==> src/rtl/snac_port_scanner.sv <==
`timescale 1ns/1ps
// snac_port_scanner: time-multiplexes the SNAC user port between one or two Atari controllers.
// Optional SNAC_DEBOUNCE_EN: a slot whose samples disagree is rejected (glitch) instead of committed.
module snac_port_scanner #(
    parameter int unsigned SETTLE_CYCLES = 32,
    parameter int unsigned SAMPLES       = 4
) (
    input  logic       clk_sys,
    input  logic       reset_n,
    input  logic       enable,
    input  logic       two_player,
    input  logic       swap,
    input  logic [7:0] user_in,
    output logic [7:0] user_out,
    output logic [2:0] user_mode,
    output logic [4:0] joy_a,
    output logic [4:0] joy_b,
    output logic [1:0] pad_a,
    output logic [1:0] pad_b,
    output logic       upd,
    output logic       glitch
);

    typedef enum logic [1:0] {
        ST_IDLE,
        ST_SETTLE,
        ST_SAMPLE,
        ST_COMMIT
    } state_t;

    localparam logic [7:0] SETTLE_LAST = 8'(SETTLE_CYCLES - 1);
    localparam logic [7:0] SAMPLE_LAST = 8'(SAMPLES - 1);

    state_t     state_q, state_d;
    logic [7:0] cnt_q, cnt_d;
    logic       sel_q, sel_d;
    logic       mode_q, mode_d;
    logic [6:0] s1_q, s1_d;
    logic [6:0] s2_q, s2_d;
    logic [7:0] samp_q, samp_d;
    logic       upd_q, upd_d;
    logic [4:0] joy_a_q, joy_a_d;
    logic [4:0] joy_b_q, joy_b_d;
    logic [1:0] pad_a_q, pad_a_d;
    logic [1:0] pad_b_q, pad_b_d;
    logic [7:0] user_out_q, user_out_d;
    logic [2:0] user_mode_q, user_mode_d;
    logic [6:0] slot_a, slot_b;
    logic       commit_ok;
    logic       unused_samp_bits;

`ifdef SNAC_DEBOUNCE_EN
    logic [7:0] ref_q, ref_d;
    logic       mis_q, mis_d;
    logic       glitch_q, glitch_d;

    assign commit_ok = ~mis_q;
`else
    assign commit_ok = 1'b1;
`endif

    // Slot layout: {fire, up, down, left, right, pad1, pad0}; joystick lines are active-low on the port.
    function automatic logic [6:0] port_to_slot(input logic [7:0] v);
        return {~v[3], ~v[5], ~v[7], ~v[1], ~v[2], v[2], v[1]};
    endfunction

    always_comb begin
        state_d = state_q;
        cnt_d   = cnt_q;
        sel_d   = sel_q;
        mode_d  = mode_q;
        s1_d    = s1_q;
        s2_d    = s2_q;
        samp_d  = samp_q;
        upd_d   = 1'b0;
`ifdef SNAC_DEBOUNCE_EN
        ref_d    = ref_q;
        mis_d    = mis_q;
        glitch_d = 1'b0;
`endif

        unique case (state_q)
            ST_IDLE: begin
                if (enable) begin
                    state_d = ST_SETTLE;
                    cnt_d   = 8'd0;
                    sel_d   = 1'b1;
                end
            end

            ST_SETTLE: begin
                if (cnt_q == SETTLE_LAST) begin
                    state_d = ST_SAMPLE;
                    cnt_d   = 8'd0;
                end else begin
                    cnt_d = cnt_q + 8'd1;
                end
            end

            ST_SAMPLE: begin
                samp_d = user_in;
`ifdef SNAC_DEBOUNCE_EN
                if (cnt_q == 8'd0) begin
                    ref_d = user_in;
                    mis_d = 1'b0;
                end else if (user_in != ref_q) begin
                    mis_d = 1'b1;
                end
`endif
                if (cnt_q == SAMPLE_LAST) begin
                    state_d = ST_COMMIT;
                    cnt_d   = 8'd0;
                    // Pulses are decided here so they are high during the COMMIT cycle itself.
`ifdef SNAC_DEBOUNCE_EN
                    upd_d    = ~mis_d;
                    glitch_d = mis_d;
`else
                    upd_d    = 1'b1;
`endif
                end else begin
                    cnt_d = cnt_q + 8'd1;
                end
            end

            ST_COMMIT: begin
                if (commit_ok) begin
                    if (sel_q) begin
                        s1_d = port_to_slot(samp_q);
                    end else begin
                        s2_d = port_to_slot(samp_q);
                    end
                end
                // Leaving two-player mode drops the stale second controller.
                if (mode_q && !two_player) begin
                    s2_d = 7'd0;
                end
                mode_d  = two_player;
                sel_d   = two_player ? ~sel_q : 1'b1;
                state_d = ST_SETTLE;
                cnt_d   = 8'd0;
            end

            default: begin
                state_d = ST_IDLE;
                cnt_d   = 8'd0;
            end
        endcase

        if (!enable) begin
            state_d = ST_IDLE;
            cnt_d   = 8'd0;
            sel_d   = 1'b1;
            mode_d  = 1'b0;
            s1_d    = 7'd0;
            s2_d    = 7'd0;
            upd_d   = 1'b0;
`ifdef SNAC_DEBOUNCE_EN
            mis_d    = 1'b0;
            glitch_d = 1'b0;
`endif
        end
    end

    // Outputs are built from next-state slots so committed data shows one cycle after COMMIT.
    always_comb begin
        slot_a = 7'd0;
        slot_b = 7'd0;
        if (mode_d) begin
            slot_a = swap ? s2_d : s1_d;
            slot_b = swap ? s1_d : s2_d;
        end else if (swap) begin
            slot_b = s1_d;
        end else begin
            slot_a = s1_d;
        end
        joy_a_d     = slot_a[6:2];
        pad_a_d     = slot_a[1:0];
        joy_b_d     = slot_b[6:2];
        pad_b_d     = slot_b[1:0];
        user_out_d  = mode_d ? {3'b111, sel_d, 4'b1111} : 8'hFF;
        user_mode_d = mode_d ? 3'b100 : 3'b000;
    end

    always_ff @(posedge clk_sys or negedge reset_n) begin
        if (!reset_n) begin
            state_q     <= ST_IDLE;
            cnt_q       <= 8'd0;
            sel_q       <= 1'b1;
            mode_q      <= 1'b0;
            s1_q        <= 7'd0;
            s2_q        <= 7'd0;
            samp_q      <= 8'hFF;
            upd_q       <= 1'b0;
            joy_a_q     <= 5'd0;
            joy_b_q     <= 5'd0;
            pad_a_q     <= 2'd0;
            pad_b_q     <= 2'd0;
            user_out_q  <= 8'hFF;
            user_mode_q <= 3'b000;
`ifdef SNAC_DEBOUNCE_EN
            ref_q       <= 8'hFF;
            mis_q       <= 1'b0;
            glitch_q    <= 1'b0;
`endif
        end else begin
            state_q     <= state_d;
            cnt_q       <= cnt_d;
            sel_q       <= sel_d;
            mode_q      <= mode_d;
            s1_q        <= s1_d;
            s2_q        <= s2_d;
            samp_q      <= samp_d;
            upd_q       <= upd_d;
            joy_a_q     <= joy_a_d;
            joy_b_q     <= joy_b_d;
            pad_a_q     <= pad_a_d;
            pad_b_q     <= pad_b_d;
            user_out_q  <= user_out_d;
            user_mode_q <= user_mode_d;
`ifdef SNAC_DEBOUNCE_EN
            ref_q       <= ref_d;
            mis_q       <= mis_d;
            glitch_q    <= glitch_d;
`endif
        end
    end

    assign unused_samp_bits = ^{samp_q[6], samp_q[4], samp_q[0]};

    assign user_out  = user_out_q;
    assign user_mode = user_mode_q;
    assign joy_a     = joy_a_q;
    assign joy_b     = joy_b_q;
    assign pad_a     = pad_a_q;
    assign pad_b     = pad_b_q;
    assign upd       = upd_q;
`ifdef SNAC_DEBOUNCE_EN
    assign glitch    = glitch_q;
`else
    assign glitch    = 1'b0;
`endif

endmodule

==> config.mk <==
export PLATFORM = sky130hd
export DESIGN_NAME = snac_port_scanner
export DESIGN_NICKNAME = d
export VERILOG_FILES = /design/src/rtl/snac_port_scanner.sv
export SDC_FILE = /design/constraint.sdc
export NUM_CORES = 1
export LEC_CHECK = 0
export ABC_CLOCK_PERIOD_IN_PS = 2700
export CORE_ASPECT_RATIO = 1.75
export CORE_MARGIN = 2
export CORE_UTILIZATION = 35
export DETAILED_ROUTE_END_ITERATION = 8
export GPL_ROUTABILITY_DRIVEN = 1
export MAX_ROUTING_LAYER = met4
export PLACE_DENSITY = 0.62
export SLEW_MARGIN = 5
export SYNTH_ARGS = -nofsm -noshare
export SYNTH_HDL_FRONTEND = slang
export SYNTH_SLANG_ARGS = --single-unit
export TNS_END_PERCENT = 50
==> constraint.sdc <==
create_clock -name clk_sys -period 2.7 [get_ports clk_sys]
set_clock_uncertainty 0.1 [all_clocks]
set_input_delay 0.675 -clock clk_sys [delete_from_list [all_inputs] [get_ports clk_sys]]
set_output_delay 0.675 -clock clk_sys [all_outputs]
set_load 0.03 [all_outputs]
==> impl_metrics.toml <==
[outcome]
status = "complete, no violations"

[logic_synthesis]
synth_compound_area_frac = 0.09275
syn_inst = 198
synth_cell_types = 35
synth_fa_ha_area_frac = 0.03373
synthMuxAreaShare = 0.1040
synth_top_family_by_area = "simple AND/OR/NAND/NOR gates"
synth_area_mm2 = 0.002226
yosys.area_share.simple = 0.1293
synth_area_leaders = "dfrtp_1 (45%), dfstp_2 (8.3%), mux2i_1 (5.8%)"
yosysWarnings = 0
synth_top_area_frac = 0.4497
yosysTopAreaCell = "dfrtp_1"
synth-xor-area-share = 0.02361
yosysSeqAreaShare = 0.5323
synth.avg_cell_area_um2 = 11.24
ys_ff_latch = 47

[worst_setup_path]
worst_setup_path_end_kind = "output pin"
r2r_slack_ns = 0.57
crit_required_ns = 1.92
path_class = "reg2out"
endpoint = "user_out[4]"
rr_worst_depth = 5
cp_data_arrival_time_ns = 1.47
cp_num_buf_inv = 1
worst-path-stages = 1
cp_top_family = "buffers and inverters"
cpMaxStageDelayCell = "clkdlybuf4s50_1"
cp_cell_sequence = "clkdlybuf4s50_1"
crit_fanout = 1
start_kind = "flop"
worstReg2RegStart = "state_q[0]"
r2r-end = "pad_a[0]"
critPathMaxStageDelay_ns = 0.65
critPathLaunch = "user_out[4]"

[global_routing]
grt_max_degree = 22
grt_pass1_wl_um = 6900
grt_pass1_vias = 1440
grt_util_all_layers = 0.1321
grt.overflow.total = 0
antenna_found_initial = 0

[power_and_ir_drop]
powerDensity_mw_per_mm2 = 677.0
switchingPower_w = 0.0005230
p_leak_nw = 1.242
intPower_w = 0.001249
power.total_w = 0.001772
p_seq_frac = 0.513
p_clk_frac = 0.259
p_sw_frac = 0.2952
ir_drop_mv = 0.2748
pwr-share-comb = 0.228

[floorplanning]
core_area_mm2 = 0.006181
initial_core_util = 0.3601
die-area_mm2 = 0.007039
die_h_um = 109.5
rows = 38
die_x_um = 64.29
io_pins = 40

[final_layout]
n_antenna_cell = 0
layout-drive-gt1-share = 0.1504
final_cells = 306
final_cell_mix = "dfrtp_1 (40), clkdlybuf4s50_1 (25), nand2_1 (17), nor2_1 (14), mux2i_1 (13)"
layout_commonest_cell = "dfrtp_1"
fillCellCount = 626
multi_input_area_um2 = 890.9
final_nets = 244
seqCellArea_mm2 = 0.001185
syn2layout_area_growth_pct = 17.59

[worst_hold_path]
hold_path_class = "in2async"

[routing]
drt_iter0_markers = 24
drt_drc_violations_left = 0
viasPerCell = 4.637
final_antenna_net_count = 0
route.vias.total = 1419
wirelength_um = 4000
dr.pass1.iters = 4
routedWlPerCell_um = 13.07

[timing]
drv_slew = 0
fin_crit_ns = 2.241
fmax_mhz = 446.2
finalSetupViolCount = 0
rsz0062_at_grt = "false"
hold_viol = 0
finalCritPeriodShare = 0.8301
tns_ns = 0

[cts]
cts-buffers-inserted = 5
cts_root_buf = "clkbuf_8"
path_clk_slew_ns = 0.08
cts_setup_buffers = 0
cts_tree = "yes"
clock-sinks = 47
insertion_delay_ns = 0.29
hold_buffers = 0
htreeDepth = 2
cts_resized = 0
clk_path_buf_depth = 2

[job]
maxCapViolations = 0

[placed_design]
portBuffers = 26
dp_hpwl_um = 2947
dp_cells = 298
place.gp.congestion = 0.7951
power groups by stage:
stage | Sequential (W) | Combinational, W | Clock [W]
final | 0.000908 | 0.000404 | 0.000459
after global routing | 0.000927 | 0.000453 | 0.000500
after CTS | 0.000909 | 0.000413 | 0.000474
after detailed placement | 0.000922 | 0.000410 | 0
after global placement | 0.000920 | 0.000404 | 0
after floorplan | 0.000936 | 0.000285 | 0
metrics by stage:
stage	area (um2)	util	worst slack [ns]	hold WS (ns)
2_1_floorplan	2256	-	1.009	0.2794
3_3_place_gp	2517	0.4073	0.4040	0.3644
3_5_place_dp	2517	0.4073	0.3867	0.3810
4_1_cts	2618	0.4235	0.4447	0.1332
5_1_grt	2618	0.4235	0.2917	0.1388
6_report	2618	0.4235	0.4587	0.1285
synth_stat cells, drive strengths merged:
cell type and number:
dfrtp 40, buf 19, nand2 17, nor2 14
mux2i 13, inv 11, o211ai 11, mux2 9
and2 7, dfstp 7, ha 6, o21ai 6
o21a 5, a21boi 4, nand3 4, xor2 4
and3 2, and4b 2, conb 2, nand2b 2
nand4 2, nor2b 2, xnor2 2, a211o 1
a21oi 1, and3b 1, and4 1, clkbuf 1
nor3 1, nor4b 1
per-layer routing:
metal  wire [um]  track usage  share of wire  vias to the layer above
li1            -            -              -                      695
met1        1735       0.1476           0.43                      688
met2        2078       0.2307           0.52                       29
met3          98      0.02149          0.025                        7
met4          89      0.05927          0.022                        0
met5           0            -              0                        -
registers in the layout, summed over array words and instances (netlist names):
signal,flops
cnt_q,8
joy_a,5
joy_b,5
pad_a,2
pad_b,2
s1_q,7
s2_q,7
samp_q,5
sel_q,1
state_q,2
upd,1
user_mode,1
user_out,1
worst min path at each step:
stage	startpoint	end	cells after the start
after floorplan	reset_n	cnt_q[0]	0
after global placement	cnt_q[0]	cnt_q[0]	1
after detailed placement	cnt_q[0]	cnt_q[0]	1
after CTS	reset_n	cnt_q[3]	1
after global routing	reset_n	cnt_q[2]	1
final	reset_n	cnt_q[3]	1
kinds of logic (layout without fill, tap and decap cells):
group,count (synthesis),in the layout
adders and majority gates,6,6
muxes,22,22
AOI/OAI and AO/OA,28,28
and+or+nand+nor,56,56
xor gates and xnor gates,6,6
other,2,10
buffers and inverters,31,51
DFF,47,47
cell type report:
type	instances	share of cell area
Inverter	11	0.01577
Clock buffer	8	0.03824
Tap cell	80	0.03824
Timing Repair Buffer	32	0.1147
Sequential cell	47	0.4527
Multi-Input combinational cell	128	0.3403
No activity file was read; power rests on OpenSTA's default activity.
